### src/rtl/uart_message_parse.sv
// uart_message_parse
//   Receive-side frame parser for the host UART link. Hunts for the header
//   0xAF 0xFA, then reads LEN, LEN payload bytes (cmd + args) and an 8-bit
//   checksum (sum of LEN and payload, header excluded). It latches good
//   frames and raises one-cycle status pulses for good and bad frames.
//
//   Optional feature macro: UART_PARSE_TIMEOUT_EN
//     defined   -> inter-byte timeout counter and timeout_err are built
//     undefined -> no counter, timeout_err stays 0, mid-frame wait is unbounded
//
// Ports:
//   sys_clk      in   system clock
//   sys_rst_n    in   asynchronous active-low reset
//   recv_done    in   UART receiver byte-done strobe (level, >=1 cycle)
//   recv_data    in   received byte, stable while recv_done is high
//   frame_valid  out  one-cycle pulse, good frame latched
//   frame_cmd    out  payload byte 0
//   frame_data   out  payload bytes 1..LEN-1, right-aligned, big-endian
//   frame_cnt    out  count of good frames, wraps 255->0
//   chk_err      out  one-cycle pulse, checksum mismatch
//   len_err      out  one-cycle pulse, LEN out of range
//   timeout_err  out  one-cycle pulse, inter-byte timeout
module uart_message_parse #(
  parameter int MAX_LEN     = 4,
  parameter int TIMEOUT_CYC = 5_000_000
) (
  input  logic                       sys_clk,
  input  logic                       sys_rst_n,
  input  logic                       recv_done,
  input  logic [7:0]                 recv_data,
  output logic                       frame_valid,
  output logic [7:0]                 frame_cmd,
  output logic [8*(MAX_LEN-1)-1:0]   frame_data,
  output logic [7:0]                 frame_cnt,
  output logic                       chk_err,
  output logic                       len_err,
  output logic                       timeout_err
);

  localparam int DW = 8*(MAX_LEN-1);

  typedef enum logic [2:0] {
    IDLE,
    HDR2,
    LEN,
    PAYLOAD,
    CHK
  } state_t;

  state_t          state;
  logic            done_d0;
  logic            done_d1;
  logic            rx_flag;
  logic [7:0]      len_q;
  logic [7:0]      sum_q;
  logic [7:0]      idx_q;
  logic [7:0]      cmd_buf;
  logic [DW-1:0]   sr;
  logic            timeout_hit;

  // Two-stage register of the strobe; the rising edge gives exactly one
  // rx_flag per recv_done assertion, however long recv_done is held.
  always_ff @(posedge sys_clk or negedge sys_rst_n) begin
    if (!sys_rst_n) begin
      done_d0 <= 1'b0;
      done_d1 <= 1'b0;
    end else begin
      done_d0 <= recv_done;
      done_d1 <= done_d0;
    end
  end

  assign rx_flag = done_d0 & ~done_d1;

`ifdef UART_PARSE_TIMEOUT_EN
  localparam int CW = $clog2(TIMEOUT_CYC) + 1;

  logic [CW-1:0] to_cnt;

  // A byte landing on the expiry cycle takes precedence, so the hit is
  // qualified with ~rx_flag.
  assign timeout_hit = !rx_flag && (state != IDLE) &&
                       (to_cnt == CW'(TIMEOUT_CYC - 1));

  // Inter-byte idle counter: only runs while a frame is in progress.
  always_ff @(posedge sys_clk or negedge sys_rst_n) begin
    if (!sys_rst_n) begin
      to_cnt <= '0;
    end else if (rx_flag || (state == IDLE) || timeout_hit) begin
      to_cnt <= '0;
    end else begin
      to_cnt <= to_cnt + 1'b1;
    end
  end
`else
  assign timeout_hit = 1'b0;
`endif

  // Frame parser. Pulses default low every cycle, so at most one fires per
  // cycle; the received byte is always consumed regardless of state.
  always_ff @(posedge sys_clk or negedge sys_rst_n) begin
    if (!sys_rst_n) begin
      state       <= IDLE;
      len_q       <= '0;
      sum_q       <= '0;
      idx_q       <= '0;
      cmd_buf     <= '0;
      sr          <= '0;
      frame_valid <= 1'b0;
      frame_cmd   <= '0;
      frame_data  <= '0;
      frame_cnt   <= '0;
      chk_err     <= 1'b0;
      len_err     <= 1'b0;
      timeout_err <= 1'b0;
    end else begin
      frame_valid <= 1'b0;
      chk_err     <= 1'b0;
      len_err     <= 1'b0;
      timeout_err <= 1'b0;
      if (rx_flag) begin
        case (state)
          IDLE: begin
            if (recv_data == 8'hAF) state <= HDR2;
          end
          HDR2: begin
            if (recv_data == 8'hFA)      state <= LEN;
            else if (recv_data == 8'hAF) state <= HDR2;
            else                         state <= IDLE;
          end
          LEN: begin
            if ((recv_data != 8'd0) && (recv_data <= 8'(MAX_LEN))) begin
              len_q <= recv_data;
              sum_q <= recv_data;
              idx_q <= 8'd0;
              sr    <= '0;
              state <= PAYLOAD;
            end else begin
              len_err <= 1'b1;
              state   <= IDLE;
            end
          end
          PAYLOAD: begin
            if (idx_q == 8'd0) cmd_buf <= recv_data;
            else               sr      <= (sr << 8) | DW'(recv_data);
            sum_q <= sum_q + recv_data;
            idx_q <= idx_q + 8'd1;
            if (idx_q == (len_q - 8'd1)) state <= CHK;
          end
          CHK: begin
            if (recv_data == sum_q) begin
              frame_valid <= 1'b1;
              frame_cmd   <= cmd_buf;
              frame_data  <= sr;
              frame_cnt   <= frame_cnt + 8'd1;
            end else begin
              chk_err <= 1'b1;
            end
            state <= IDLE;
          end
          default: state <= IDLE;
        endcase
      end else if (timeout_hit) begin
        timeout_err <= 1'b1;
        state       <= IDLE;
      end
    end
  end

endmodule

### config.mk
export PLATFORM = sky130hd
export DESIGN_NAME = uart_message_parse
export DESIGN_NICKNAME = d
export VERILOG_FILES = /design/src/rtl/uart_message_parse.sv
export SDC_FILE = /design/constraint.sdc
export NUM_CORES = 1
export LEC_CHECK = 0
export CORE_MARGIN = 1.5
export CORE_UTILIZATION = 50
export CTS_CLUSTER_DIAMETER = 120
export DETAILED_ROUTE_END_ITERATION = 8
export GPL_ROUTABILITY_DRIVEN = 0
export PLACE_DENSITY = 0.76
export SLEW_MARGIN = 20
export SYNTH_ARGS = -nofsm -noshare
export SYNTH_HDL_FRONTEND = slang
export SYNTH_SLANG_ARGS = --single-unit
### constraint.sdc
create_clock -name sys_clk -period 4.3 [get_ports sys_clk]
set_input_delay 0.86 -clock sys_clk [delete_from_list [all_inputs] [get_ports sys_clk]]
set_output_delay 0.86 -clock sys_clk [all_outputs]
set_load 0.03 [all_outputs]
Yosys cells after proc, flatten, opt, wreduce, memory -nomap -nowiden

Cells that the tools add are included.
W data, S select, Z words.

Register bits after elaboration: 104
Bits of input ports: 11

Bitwise operators: 3
Order comparisons: 1
Eq/ne operators: 12
Muxes and demuxes: 22
$add $sub $neg: 4
Reductions and logical operators: 11

Operators by type and width:

| cell                  | count |
|---|---|
| $mux W24              | 2 |
| $pmux W24 S2          | 1 |
| $pmux W8 S2           | 2 |
| $or A24 B8 Y24        | 1 |
| $add A8 B1 Y8 const B | 2 |
| $eq A8 B8 Y1          | 2 |
| $eq A8 B8 Y1 const B  | 2 |
| $mux W8               | 2 |
| $reduce_and A3 Y1     | 5 |
| $pmux W3 S4           | 1 |
| $mux W1               | 10 |
| $add A8 B8 Y8         | 1 |
| $le A8 B3 Y1 const B  | 1 |
| $logic_not A8 Y1      | 1 |
| $ne A2 B2 Y1 const B  | 4 |
| $reduce_bool A8 Y1    | 1 |
| $sub A8 B1 Y8 const B | 1 |
| $eq A3 B2 Y1 const B  | 2 |
| $mux W3               | 2 |
| $mux W2               | 2 |
| $reduce_and A4 Y1     | 1 |
| $eq A3 B1 Y1 const B  | 1 |
| $eq A3 B3 Y1 const B  | 1 |
| $logic_not A3 Y1      | 1 |
| other kinds (4)       | 4 |

Depth between registers and ports, before layout

Gate-level depths: netlist of the first run.

Depth in word-level cells: 5
Mapped depth: 8

Least setup slack after synthesis of the first run

No wires, ideal clock.

Path type: input to register
From: input port recv_data[6]
To: register idx_q[5]
Data arrival time: 2,673 ps
Data required time: 4,223 ps
Slack: 1,549 ps
Buffers on the path: 0
Setup time: 77 ps
Stages on the path: 5
Cells stage by stage: or4_4 -> o41a_1 -> nand4b_4 -> or4_1 -> a21oi_1

Cells in the longest elaborated chain, start to end: 4

Ends and longest elaborated chain:

| item                                               | RTL line | RTL |
|---|---|---|
| start, declared                                    | 30       | `input logic [7:0] recv_data,` |
| $le A8 B3 Y1 or $reduce_bool A8 Y1 (tied branches) | 132      | `if ((recv_data != 8'd0) && (recv_data <= 8'(MAX_LEN))) begin` |
| $logic_and A1 B1 Y1 (*)                            | 132      |  |
| $ne A2 B2 Y1 (no source line) (*)                  | n/a      |  |
| $reduce_and A3 Y1 (no source line) (*)             | n/a      |  |
| end signal, assigned                               | 147      | `idx_q <= idx_q + 8'd1;` |
| end, declared                                      | 56       | `logic [7:0] idx_q;` |

Every way passes the cells marked *; elsewhere a longest branch is shown, timed or not.
A chain may end at the register's enable or synchronous reset.

Worst setup path in the final report of the first run

From: input port recv_data[6]
To: register sr[6]

Cells in the longest elaborated chain, start to end: 4

Ends and longest elaborated chain:

| item                                               | RTL line | RTL |
|---|---|---|
| $le A8 B3 Y1 or $reduce_bool A8 Y1 (tied branches) | 132      |  |
| $logic_and A1 B1 Y1                                | 132      |  |
| $ne A2 B2 Y1 (no source line)                      | n/a      |  |
| $reduce_and A4 Y1 (no source line)                 | n/a      |  |
| end signal, assigned                               | 145      | `else sr <= (sr << 8) \| DW'(recv_data);` |
| end, declared                                      | 58       | `logic [DW-1:0] sr;` |

Parallel ways exist; a longest one is shown, timed or not. The select of a mux whose other input is x is not followed.

==> summary.txt, run 1 <==
Outcome
  • Status: finished, final reports clean

STA
  • Clock skew: 0.0136 ns
  • Minimum clock period: ~3.2 ns
  • RSZ-0062 raised after global routing: false
  • Tightest Pin Transition: 0.719 ns
  • Final setup TNS: 0 ns
  • Final hold violations: 0
  • Fin crit share: 75.0%
  • Final setup viols: 0
  • Max-slew headroom: 51.9%
  • Max Slew Vio Count: 0
  • Max Fclk: 310 MHz

Min path
  • Worst hold path class: reg -> reg
  • Worst hold endpoint: done_d1
  • Worst hold path stage count: 0
  • HP Start: done_d0

Cells and area
  • Antenna cells: 0
  • Layout Utilization: about three fifths
  • Nets: 520
  • Fraction of layout cells with a size suffix above 1: 14.3%
  • Area Overhead vs Synth: 15.6%

Synthesis
  • Sequential area share after synthesis: 52.5%
  • Syn Inst Count: 446
  • Seq cells post-synth: 104
  • Async SR Flop Fraction: 100%
  • Ys flop type: dfrtp_1
  • Mapped cell area: between 0.004 and 0.005 sq mm
  • Post-synth EDFFs: 0
  • Synth Net Count: approximately 470
  • Synth unique cells: slightly above 60
  • Yosys warns: 0
  • Mean post-synth cell area: 11.1 sq um

Power
  • Internal power: between 1 and 1.5 mW
  • Logic pwr share: 18.2%
  • Sw Share: 30.9%
  • P_sw: 0.654 mW
  • VDD IR max: ~0.24 mV
  • Seq pwr share: 54.7%
  • PD cells: approximately 370 mW/mm^2
  • Lkg Pwr: 2.59 nW
  • Clock power frac: 27.2%

Detailed routing
  • ANT nets after route: 0
  • Iteration-0 DRC Markers: 162
  • DRT Pass-1 Iters: 5
  • Vias/cell: 5.48
  • Total vias in the final route: around 3500
  • Remaining design rule violation count: 0
  • Wire per inst: 14.6 microns
  • Final WL: just over 9000 microns

Placed design
  • Final HPWL DP: 6540 microns
  • Port Buf Inserts: 53

Clock network
  • Register clock-pin slew on the reported worst setup and hold paths: 0.10 ns
  • Total CTS buffers: 9
  • Worst skew pair latency: about 0.37 ns
  • CTS tree: built
  • Setup Buffers After CTS: 0
  • Clock root cell: clkbuf_8
  • Hold_buf cts: 0
  • Clock sink count: 104
  • Post_cts resized: 0
  • CTS H-tree depth: 3
  • Clk buf depth: 2

Worst setup path
  • CP Max Fanout: 48
  • Req. time, crit path: 4.59 ns
  • Setup CP Type: in -> reg
  • CP bufs+invs: 2
  • Worst r2r path cells: 4
  • Reg2reg start: state[0]
  • CP arrival: 3.51 ns
  • Critical path depth: 7
  • Worst-path cell chain: clkdlybuf4s50_1 -> or4_4 -> o41a_1 -> a2111oi_4 -> buf_4 -> nand3_1 -> o21ai_0
  • Crit path max-delay family: buffers and inverters
  • Worst r2r dst: cmd_buf[7]
  • Critical Path Sink Type: flip-flop
  • Slowest Stage Delay on Critical Path: around 0.60 ns
  • Worst-path cell with the longest stage delay: or4_4
  • Flop-to-flop setup slack: between 1.5 and 2 ns
  • Startpoint types: input pin

Floorplan
  • Die width: 103 microns
  • Rows: 36
  • I/O pins: 55
  • Core area: 0.00968 sq mm
  • Initial Utilization: 51.2%
  • Die Y-Extent: 103 microns
  • Die area: 0.0105 sq mm

Global routing
  • Largest net degree at the start of global routing: 60
  • Initial antenna violation count: 0
  • First-pass GRT wire length: 15900 microns
  • GRT Residual Overflow: 0
  • Vias in the first global route: 3273
  • GR Util All Layers: 19.4%

Flow run
  • Max Cap Viol: 0
[registers in the layout, summed over array words and instances, names as in the netlist, 3 cells and up]
register / flops
sr: 24
state: 3
idx_q: 8
frame_cmd: 8
len_q: 8
cmd_buf: 8
frame_data: 24
sum_q: 8
frame_cnt: 8
[final cells by class]
class | count | area, sq um
Timing Repair Buffer | 62 | 596
Inverter | 37 | 139
Fill cell | 826 | 3960
Clock buffer | 9 | 124
Multi-Input combinational cell | 283 | 2040
Clock inverter | 7 | 60.1
Tap cell | 133 | 166
Sequential cell | 104 | 2600
[through the flow]
stage | total power, mW | cell area [sq um] | hold slack [ns] | setup WS, ns | cells
6_report | 2.12 | 5730 | 0.426 | 1.07 | 635
5_1_grt | 2.24 | 5730 | 0.437 | 0.933 | 635
4_1_cts | 2.13 | 5730 | 0.421 | 1.07 | 635
3_5_place_dp | 1.56 | 5540 | 0.398 | 0.668 | 619
3_3_place_gp | 1.54 | 5540 | 0.396 | 0.764 | 619
2_1_floorplan | 1.45 | 4960 | 0.368 | 1.55 | 446
[power by group through the flow]
| stage | registers [mW] | logic [mW] | clock network, mW |
|---|---|---|---|
| floorplan | 1.14 | 0.306 | 0 |
| global placement | 1.17 | 0.367 | 0 |
| detailed placement | 1.18 | 0.383 | 0 |
| CTS | 1.16 | 0.385 | 0.594 |
| global route | 1.17 | 0.439 | 0.628 |
| finish | 1.16 | 0.385 | 0.575 |
[worst max-delay path by stage]
stage                          end    startpoint  slack [ns]
after global placement       sr[4]  recv_data[6]        0.76
after detailed placement     sr[6]  recv_data[6]        0.67
final                        sr[6]  recv_data[6]        1.07
after global routing        sr[15]  recv_data[6]        0.93
after floorplan           idx_q[5]  recv_data[6]        1.55
after CTS                    sr[6]  recv_data[6]        1.07
[per-layer routing]
metal	share of wire, %	vias up	global-route usage [%]
met2	48	83	31.1
li1	-	1669	-
met3	4.3	11	3.66
met4	1.2	0	6.22
met1	46	1719	27.0
met5	0	-	0
[cell families after synthesis]
family,Yosys count,synth area share [%]
AO/OA/AOI/OAI,80,10.6
XOR/XNOR,21,3.71
adder cells (fa/ha/maj),12,3.18
buffers and inverters,59,6.46
flip-flops,104,52.5
multiplexers,41,9.27
other,1,0.0757
AND/OR/NAND/NOR,128,14.2
[cells in the mapped netlist (7+ instances only)]
| cell | n | area [sq um] |
|---|---|---|
| nor2_1 | 22 | 82.6 |
| inv_1 | 37 | 139 |
| nand4_1 | 7 | 43.8 |
| nor3_1 | 7 | 35.0 |
| o21ai_0 | 37 | 185 |
| mux2_2 | 39 | 439 |
| dfrtp_1 | 104 | 2600 |
| nand3_1 | 29 | 145 |
| ha_1 | 11 | 138 |
| xnor2_1 | 14 | 123 |
| nand2_1 | 22 | 82.6 |
| xor2_1 | 7 | 61.3 |
[cells in the final DEF, fill, tap and decap left out, drive strengths merged, types with 9 or more instances in the layout]
| master | n |
|---|---|
| nor2 | 22 |
| o21ai | 40 |
| dfrtp | 104 |
| nand2 | 22 |
| clkbuf | 9 |
| nand3 | 29 |
| ha | 11 |
| inv | 41 |
| mux2 | 39 |
| buf | 10 |
| xnor2 | 14 |
| clkdlybuf4s50 | 52 |
[worst register-to-register path: stages, from the launching register on]
cell and delay (ns):
dfrtp_1 0.57, nand3b_1 0.33, nor2_1 0.65, nand2_1 0.47, mux2_2 0.40
No activity file was read; power rests on OpenSTA's default activity.
==> run 2: changes to the inputs <==
==> constraint.sdc (replaced) <==
create_clock -name sys_clk -period 3.3 [get_ports sys_clk]
set_input_delay 0.66 -clock sys_clk [delete_from_list [all_inputs] [get_ports sys_clk]]
set_output_delay 0.66 -clock sys_clk [all_outputs]
set_load 0.03 [all_outputs]
==> run 2 against run 1 <==
  * Global-route usage hardly changed
  * Final area is 1.2% higher
  * Sequential share of layout area is 0.53 points lower
  * Critical endpoint is now idx_q[5]
  * Utilization is 0.70 points higher
==> summary.txt, run 2 (same netlist as run 1, synthesis figures left out) <==
Outcome
  • Status: finished, final reports clean (unchanged)

Detailed routing
  • Vias/cell: 5.41 (was 5.48)
  • Remaining design rule violation count: 0 (unchanged)
  • Wire per inst: 14.7 microns (was 14.6 microns)
  • DRT Pass-1 Iters: 4 (was 5)
  • ANT nets after route: 0 (unchanged)
  • Total vias in the final route: 3458 (was 3482)
  • Final WL: 9380 microns (was 9250 microns)
  • Iteration-0 DRC Markers: 128 (was 162)

Clock network
  • CTS tree: built (unchanged)
  • Clock sink count: 104 (unchanged)
  • Register clock-pin slew on the reported worst setup and hold paths: 0.10 ns (about the same)
  • Clk buf depth: 2 (unchanged)
  • Clock root cell: clkbuf_8 (unchanged)
  • Worst skew pair latency: 0.37 ns (about the same)
  • Setup Buffers After CTS: 0 (unchanged)
  • Total CTS buffers: 9 (unchanged)
  • CTS H-tree depth: 3 (unchanged)
  • Hold_buf cts: 0 (unchanged)
  • Post_cts resized: 0 (unchanged)

Power
  • Seq pwr share: 54.8% (was 54.7%)
  • Lkg Pwr: 2.63 nW (was 2.59 nW)
  • VDD IR max: 0.287 mV (was 0.244 mV)
  • P_sw: 0.833 mW (was 0.654 mW)
  • Clock power frac: 26.9% (was 27.2%)
  • Tot Pwr: 2.74 mW (was 2.12 mW)
  • Logic pwr share: 18.4% (was 18.2%)
  • Internal power: 1.91 mW (was 1.46 mW)
  • PD cells: 473 mW/mm^2 (was 370 mW/mm^2)
  • Sw Share: 30.4% (was 30.9%)

Cells and area
  • Largest registers: frame_data (24), sr (24) (unchanged)
  • Nets: 525 (was 520)
  • Most common cell after layout, fill and taps aside: dfrtp_1 (unchanged)
  • Antenna cells: 0 (unchanged)
  • Area Overhead vs Synth: 16.9% (was 15.6%)
  • Non-Filler Instances: 639 (was 635)
  • Most frequent cells in the layout: dfrtp_1 (104), clkdlybuf4s50_1 (52), mux2_2 (39) (unchanged)
  • Post-route cell area: 0.00580 sq mm (was 0.00573 sq mm)
  • Layout Utilization: 59.8% (was 59.1%)
  • Fraction of layout cells with a size suffix above 1: 15.0% (was 14.3%)

Worst setup path
  • Req. time, crit path: 3.59 ns (was 4.59 ns)
  • Reg2reg start: done_d1 (was state[0])
  • CP Max Fanout: 7 (was 48)
  • Setup CP Type: in -> reg (unchanged)
  • Critical Path Sink Type: flip-flop (unchanged)
  • Startpoint types: input pin (unchanged)
  • CP arrival: 3.06 ns (was 3.51 ns)
  • Crit. Startpoint: recv_data[6] (unchanged)

Floorplan
  • Die Y-Extent: 103 microns (unchanged)
  • Rows: 36 (unchanged)
  • Core area: 0.00968 sq mm (unchanged)
  • Die area: 0.0105 sq mm (unchanged)
  • Die width: 103 microns (unchanged)
  • I/O pins: 55 (unchanged)
  • Initial Utilization: 51.2% (unchanged)

STA
  • Max-slew headroom: 33.5% (was 51.9%)
  • Min Hold Slack: 0.279 ns (was 0.426 ns)
  • Final hold violations: 0 (unchanged)
  • Minimum clock period: 2.77 ns
  • Clock skew: 0.00968 ns (was 0.0136 ns)
  • Max Fclk: 362 MHz
  • Final setup TNS: 0 ns (unchanged)
  • Tightest Pin Transition: 0.990 ns (was 0.719 ns)
  • Post-route setup slack: 0.535 ns (was 1.07 ns)
  • Final setup viols: 0 (unchanged)
  • Fin crit share: 83.8%
  • RSZ-0062 raised after global routing: false (unchanged)
  • Max Slew Vio Count: 0 (unchanged)

Placed design
  • Port Buf Inserts: 53 (unchanged)
  • Dpl ws: 0.138 ns (was 0.668 ns)
  • Placed Cells incl. Taps: 624 (was 619)
  • Area post-placement: 0.00562 sq mm (was 0.00554 sq mm)
  • Final HPWL DP: 6630 microns (was 6540 microns)

Global routing
  • GR Util All Layers: 19.4% (about the same)
  • GRT Residual Overflow: 0 (unchanged)
  • Initial antenna violation count: 0 (unchanged)
  • Vias in the first global route: 3306 (was 3273)
  • First-pass GRT wire length: 15700 microns (was 15900 microns)
  • Largest net degree at the start of global routing: 61 (was 60)

Flow run
  • Max Cap Viol: 0 (unchanged)

Min path
  • Worst hold path class: in -> async (was reg -> reg)
run 2: cell types whose count changed in the layout (fill, tap and decap cells not counted):
| cell | before | now |
|---|---|---|
| buf_12 | 0 | 3 |
| inv_6 | 3 | 2 |
| buf_4 | 10 | 12 |
| clkinvlp_4 | 3 | 2 |
| clkinv_4 | 0 | 1 |
run 2: final cells by class:
| type | instances | area (sq um) |
|---|---|---|
| inverter | 37 | 139 |
| timing repair buffer | 67 | 671 |
| tap | 133 | 166 |
| multi-input combinational | 283 | 2040 |
| sequential | 104 | 2600 |
| clock inverter | 6 | 52.6 |
| clock buffer | 9 | 124 |
| fill | 794 | 3890 |
run 2: worst max-delay path: stages:
cell and delay [ns]:
clkdlybuf4s50_1 0.43, or4_4 0.55, o41a_1 0.50, nand4b_4 0.24, or4_1 0.50, a21oi_1 0.18
run 2: worst paths after layout:
kind	to	slack, ns	cells past startpoint
min in group sys_clk	done_d1	0.41	0
max	idx_q[5]	0.53	6
min reg2reg	done_d1	0.41	0
max in group asynchronous	frame_data[7]	2.30	2
max reg2reg	frame_data[0]	1.00	5
min	frame_data[19]	0.28	1
run 2: layer usage:
layer  track usage [%]  wire, microns  share of wire [%]
met3              4.34            423                4.5
met2              31.3           4540                 48
met5                 0              0                  0
met4              5.58            102                1.1
met1              26.5           4320                 46
run 2: power by group through the flow:
stage,registers (mW),logic [mW],clock network (mW)
CTS,1.50,0.506,0.756
floorplan,1.49,0.399,0
detailed placement,1.53,0.503,0
finish,1.50,0.503,0.736
global placement,1.52,0.485,0
global route,1.52,0.578,0.810
